$ cat src/rtl/instruction_count_reader.sv
// instruction_count_reader: dumps the per-opcode count table over valid/ready.
// Walks every opcode address in order and can zero each entry once it is delivered.
//
// Ports:
//   clock, reset        rising-edge clock, async active-low reset
//   start               one-cycle dump request, honoured only when idle
//   busy, done          dump in progress / one-cycle completion pulse
//   mem_address         address to the count memory port
//   mem_readData        synchronous read data (one cycle after the address)
//   mem_writeEnable     clear-write strobe (high only in the handshake cycle)
//   mem_writeData       always zero
//   out_valid/out_ready stream handshake
//   out_icode/out_count opcode and its count
//   out_last            marks the entry for the all-ones opcode
module instruction_count_reader #(
  parameter int ICODESIZE     = 4,
  parameter int COUNTBITS     = 4,
  parameter bit CLEAR_ON_READ = 1'b1
) (
  input  logic                 clock,
  input  logic                 reset,
  input  logic                 start,
  output logic                 busy,
  output logic                 done,
  output logic [ICODESIZE-1:0] mem_address,
  input  logic [COUNTBITS-1:0] mem_readData,
  output logic                 mem_writeEnable,
  output logic [COUNTBITS-1:0] mem_writeData,
  output logic                 out_valid,
  input  logic                 out_ready,
  output logic [ICODESIZE-1:0] out_icode,
  output logic [COUNTBITS-1:0] out_count,
  output logic                 out_last
);

  typedef enum logic [2:0] {
    IDLE,
    READ,
    WAIT,
    SEND,
    FIN
  } state_t;

  localparam logic [ICODESIZE-1:0] LAST_ADDR = '1;
  localparam logic [ICODESIZE-1:0] ONE       = 1;

  state_t state;
  logic   hs;

  assign hs = out_valid & out_ready;

  // The clear has to land in the handshake cycle itself, so the strobe
  // follows out_ready directly. mem_address already equals out_icode
  // throughout SEND, which makes it the clear address too.
  assign mem_writeEnable = CLEAR_ON_READ & hs;
  assign mem_writeData   = '0;

  always_ff @(posedge clock or negedge reset) begin
    if (!reset) begin
      state       <= IDLE;
      busy        <= 1'b0;
      done        <= 1'b0;
      mem_address <= '0;
      out_valid   <= 1'b0;
      out_icode   <= '0;
      out_count   <= '0;
      out_last    <= 1'b0;
    end else begin
      unique case (state)
        IDLE: begin
          if (start) begin
            state       <= READ;
            busy        <= 1'b1;
            mem_address <= '0;
          end
        end
        READ: begin
          state <= WAIT;
        end
        WAIT: begin
          out_count <= mem_readData;
          out_icode <= mem_address;
          out_last  <= (mem_address == LAST_ADDR);
          out_valid <= 1'b1;
          state     <= SEND;
        end
        SEND: begin
          if (out_ready) begin
            out_valid <= 1'b0;
            out_last  <= 1'b0;
            if (out_last) begin
              state <= FIN;
              busy  <= 1'b0;
              done  <= 1'b1;
            end else begin
              mem_address <= mem_address + ONE;
              state       <= READ;
            end
          end
        end
        FIN: begin
          done  <= 1'b0;
          state <= IDLE;
        end
        default: begin
          state <= IDLE;
        end
      endcase
    end
  end

endmodule

$ cat config.mk
export PLATFORM = sky130hd
export DESIGN_NAME = instruction_count_reader
export DESIGN_NICKNAME = d
export VERILOG_FILES = /design/src/rtl/instruction_count_reader.sv
export SDC_FILE = /design/constraint.sdc
export NUM_CORES = 1
export LEC_CHECK = 0
export CAP_MARGIN = 20
export CORE_MARGIN = 1.5
export CORE_UTILIZATION = 35
export CTS_CLUSTER_SIZE = 20
export DETAILED_ROUTE_END_ITERATION = 10
export SLEW_MARGIN = 25
export SYNTH_ARGS = -nofsm -noshare
export SYNTH_HDL_FRONTEND = slang
export SYNTH_SLANG_ARGS = --single-unit
$ cat constraint.sdc
create_clock -name clock -period 1.6 [get_ports clock]
set_input_delay 0.24 -clock clock [delete_from_list [all_inputs] [get_ports clock]]
set_output_delay 0.24 -clock clock [all_outputs]
set_load 0.005 [all_outputs]
# Word level (Yosys, flattened, before mapping)
# Index checks and enable logic that the tools add are counted.
dict set report word_totals {
  regBits 19
  out_inout_bits 21
  wordCells 46
}
dict set report op_classes {
  add_sub_neg 1
  n_eq_ne 9
  mux 18
  bitwise_logic 1
  n_reduce_logical 9
}
# operator n
set op_table {}
lappend op_table {{4-bit 2-to-1 mux} 3}
lappend op_table {{3-bit case mux with 4 select lines} 1}
lappend op_table {{3-bit 2-to-1 mux} 3}
lappend op_table {{2-bit inequality test (second input constant)} 4}
lappend op_table {{1-bit case mux with 2 select lines} 4}
lappend op_table {{4-bit case mux with 2 select lines} 1}
lappend op_table {{4-bit AND reduction} 2}
lappend op_table {{3-bit by 2-bit equality test with 1-bit output (second input constant)} 2}
lappend op_table {{1-bit 2-to-1 mux} 6}
lappend op_table {{2-bit nonzero test} 3}
lappend op_table {{4-bit by 1-bit adder with 4-bit output (second input constant)} 1}
lappend op_table {{4-bit equality test (second input constant)} 1}
lappend op_table {{2-bit AND reduction} 2}
lappend op_table {{3-bit by 1-bit equality test with 1-bit output (second input constant)} 1}
lappend op_table {{3-bit equality test (second input constant)} 1}
lappend op_table {{3-bit zero test} 1}
lappend op_table {{3-bit AND reduction} 1}
lappend op_table {{1-bit AND} 1}

# Logic depth before layout (Yosys ltp)
dict set report depth {
  depth_word 4
  depth_mapped 5
  depth_no_buf 4
}

# Worst setup path after synthesis
# No wires, ideal clock.
dict set report synth_timing {
  kind {reg-to-reg}
  startpoint {register state[0]}
  endpoint {register mem_address[0]}
  setup_ps 125
  t_arrival_ps 1275
  t_required_ps 1475
  slack_ps 199
  stages_incl_launch_ff 4
  path_buffers 0
  synth_period_minus_slack_ps 1401
  cell_sequence {dfrtp_1 -> or3b_4 -> a21oi_4 -> mux2_4}
}
dict set report synth_via {
  elab_chain_cells 3
  elab_cells_between_ends 8
  cone_classes {4 x eq/ne; 1 x mux; 3 x reduce/logical}
}
# element line_no
set synth_rtl {}
lappend synth_rtl {{from (decl)} 47} ;# state_t state;
lappend synth_rtl {{from (signal assigned)} 60} ;# state <= IDLE;
lappend synth_rtl {{from (signal assigned)} 72} ;# state <= READ;
lappend synth_rtl {{from (signal assigned)} 78} ;# state <= WAIT;
lappend synth_rtl {{3-bit by 2-bit equality test with 1-bit output / 3-bit zero test (equally long branches)} 69} ;# unique case (state)
lappend synth_rtl {{2-bit inequality test (no line) / 2-bit nonzero test (equally long branches)} -}
lappend synth_rtl {{4-bit AND reduction (no line)} -}
lappend synth_rtl {{to (signal assigned)} 96} ;# mem_address <= mem_address + ONE;
lappend synth_rtl {{to (decl)} 25} ;# output logic [ICODESIZE-1:0] mem_address,
# Parallel ways exist; a longest one is shown, timed or not.
# A chain may end at the register's enable or synchronous reset.

# Final worst setup path
dict set report layout_timing {
  startpoint {register mem_address[0]}
  endpoint {output port mem_address[0]}
}
# No word-level cell between the ends.

==> results.json <==
{
  "status": "finished, final reports clean",
  "grt_pass1_wl_mm": 3.28,
  "cp.required_ns": 1.36,
  "die_h_um": 55.1,
  "cp_top_family": "buffers and inverters",
  "pwr-share-comb_pct": 48.6,
  "cp.arrival_ns": 1.29,
  "antenna_left": 0,
  "switching_share_pct": 32.7,
  "crit_fanout": 6,
  "io_buffers": 24,
  "clk_latency_ns": 0.29,
  "fin_skew_ns": 0.00264,
  "hold_class": "in -> async",
  "synth_adder_area_share_pct": 1.32,
  "stdcell_area_um2": 1260,
  "fin_tns_setup_ns": 0,
  "start_kind": "flip-flop",
  "die_w_um": 55.1,
  "synthArstFlopShare_pct": 100,
  "gr-usage-all-layers_pct": 15.3,
  "ir_worst_vdd_uv": 928,
  "drt-initial-drc-count": 14,
  "grt_overflow": 0,
  "cts_setup_buffers": 0,
  "routabilityCongestion": 0.742,
  "yosysUniqueCellTypes": 33,
  "regArea_um2": 478,
  "cts_tree": "done",
  "antenna_found_initial": 0,
  "clkPwrFrac_pct": 11.3,
  "synthFlopType": "dfrtp_1",
  "drc": 0,
  "finalHoldViolCount": 0,
  "max_cap_viol_count": 0,
  "die_area_um2": 3040,
  "synth-edff-count": 0,
  "core_um2": 2520,
  "vias": 735,
  "wl_per_cell_um": 14.3,
  "cts_buffers": 3,
  "synth_compound_area_share_pct": 11.7,
  "cts_root_buffer": "clkbuf_4",
  "ys_warn_count": 0,
  "ys_seq_area_share_pct": 50.0,
  "dpl.hpwl_mm": 1.48,
  "slowest_stage": "clkdlybuf4s50_1",
  "synthMuxAreaShare_pct": 12.6,
  "fmax_ghz": 0.654,
  "cts_hold_buf": 0,
  "grt_pass1_vias": 718,
  "final-setup-viol-count": 0,
  "p_int_mw": 1.43,
  "p_total_mw": 2.12,
  "critPathBufInv": 1,
  "layout-drive-gt1-share_pct": 25.0,
  "power_frac_seq_pct": 40.1,
  "p_per_area_nw_per_um2": 1680,
  "rsz0062_at_grt": "false",
  "holdWs_ns": 0.270,
  "synth_seq_cells": 19,
  "post_dp_cell_area_um2": 1230,
  "synth_top_family_by_area": "simple AND/OR/NAND/NOR gates",
  "cts_buffer_depth": 2,
  "cp-end-kind": "primary output",
  "firstDrtPassIters": 4,
  "pin_count": 29,
  "clock_sinks": 19,
  "grt_max_degree": 20,
  "syn_to_final_growth_pct": 32.6,
  "netSwitchingPower_mw": 0.693,
  "start_util_pct": 37.7,
  "nets": 122,
  "fin_ws_ns": 0.0713,
  "syn_inst": 81,
  "htree_levels": 1,
  "postSynthAreaPerCell_um2": 11.7,
  "finalCriticalPeriod_ns": 1.53,
  "num_antenna_cells": 0,
  "power.leakage_nw": 0.543,
  "routed_via_density": 5.18,
  "dp_slack_ns": -0.161,
  "nFillCells": 246,
  "fin_crit_sh_pct": 95.5,
  "multi_input_area_um2": 413,
  "cp_cell_sequence": "clkdlybuf4s50_1",
  "yosys.area_share.simple_pct": 16.2,
  "max_stage_delay_ns": 0.54,
  "slew_viol_final": 0,
  "post_synth_xor_area_fraction_pct": 0,
  "clkTransAtPathRegs_ns": 0.11,
  "rows": 18,
  "syn_area_um2": 951,
  "routed_wl_mm": 2.03,
  "critical_path_class": "reg -> out"
}
-- stage by stage --
stage / cells / util [%]
after CTS: 142 / 49.9
after global placement: 138 / 48.9
final: 142 / 50.0
after floorplan: 84 / -
after global routing: 142 / 50.0
after detailed placement: 138 / 48.9
-- layer usage --
| metal | vias to the layer above | share of wire [%] | GRT usage, % |
|---|---|---|---|
| li1 | 346 | - | - |
| met3 | 0 | 6.0 | 5.91 |
| met1 | 362 | 48 | 21.4 |
| met5 | - | 0 | 0 |
| met4 | 0 | 0 | 1.22 |
| met2 | 27 | 46 | 23.4 |
-- layout make-up --
| type | count | area share (%) |
|---|---|---|
| clock buffers | 4 | 2.08 |
| inverters | 2 | 0.595 |
| multi-input cells | 55 | 32.7 |
| flip-flops and latches | 19 | 37.9 |
| well taps | 30 | 2.98 |
| repair buffers | 32 | 23.7 |
-- sequential cells by signal, summed over array words and instances (netlist names) --
name	count
out_valid	1
done	1
out_last	1
out_icode	4
out_count	4
state	3
mem_address	4
busy	1
-- synth_stat cells (all sizes together) (2+ instances only) --
master | number | area, um^2
nor2 | 4 | 15.0
buf | 7 | 52.6
a211o | 2 | 20.0
o21ai | 5 | 25.0
and2 | 2 | 13.8
nor2b | 3 | 18.8
nand2 | 2 | 7.51
mux2 | 10 | 120
nand4b | 2 | 17.5
inv | 2 | 7.51
nand3 | 4 | 20.0
a21oi | 2 | 21.3
dfrtp | 19 | 475
-- logic make-up after synthesis --
group | count (synthesis)
mux | 10
fa+ha+maj | 1
buf+inv | 10
flops | 19
compound gates | 15
other cells | 1
simple gates | 25
-- worst paths after layout --
| kind | start | endpoint | slack [ns] | cells past startpoint |
|---|---|---|---|---|
| setup / recovery | mem_address[0]$_DFFE_PN0P_ | mem_address[0] | 0.07 | 1 |
| hold / removal | reset | out_count[1]$_DFFE_PN0P_ | 0.27 | 2 |
| setup reg to reg | state[1]$_DFFE_PN0P_ | mem_address[0]$_DFFE_PN0P_ | 0.10 | 3 |
| hold reg to reg | out_valid$_DFFE_PN0P_ | out_valid$_DFFE_PN0P_ | 0.51 | 1 |
| max in group asynchronous | reset | mem_address[2]$_DFFE_PN0P_ | 1.11 | 2 |
| min in group clock | out_ready | state[1]$_DFFE_PN0P_ | 0.45 | 3 |
-- power groups by stage --
stage	Clock (mW)	Combinational [mW]	Sequential [mW]
3_5_place_dp	0	1.04	0.856
4_1_cts	0.261	1.04	0.846
5_1_grt	0.277	1.13	0.879
3_3_place_gp	0	1.02	0.842
6_report	0.239	1.03	0.849
2_1_floorplan	0	0.558	0.824
-- placed cells by master (no fill, tap or decap), types with 2 or more instances in the layout --
cell type,instances
clkdlybuf4s50_1,23
dfrtp_1,17
mux2_2,8
buf_4,8
o21ai_0,5
nand3_1,4
nor2_1,4
conb_1,4
nor2b_1,3
clkbuf_4,3
inv_1,2
nand4b_1,2
a211o_2,2
nand2_1,2
mux2_4,2
dfrtp_2,2
-- timing repair --
| item | CTS | global route |
|---|---|---|
| endpoints found under the setup margin | 1 | 2 |
| endpoints found under the hold margin | 0 | 0 |
| resized for setup | 1 | 2 |
Power figures use the tool's default switching activity.
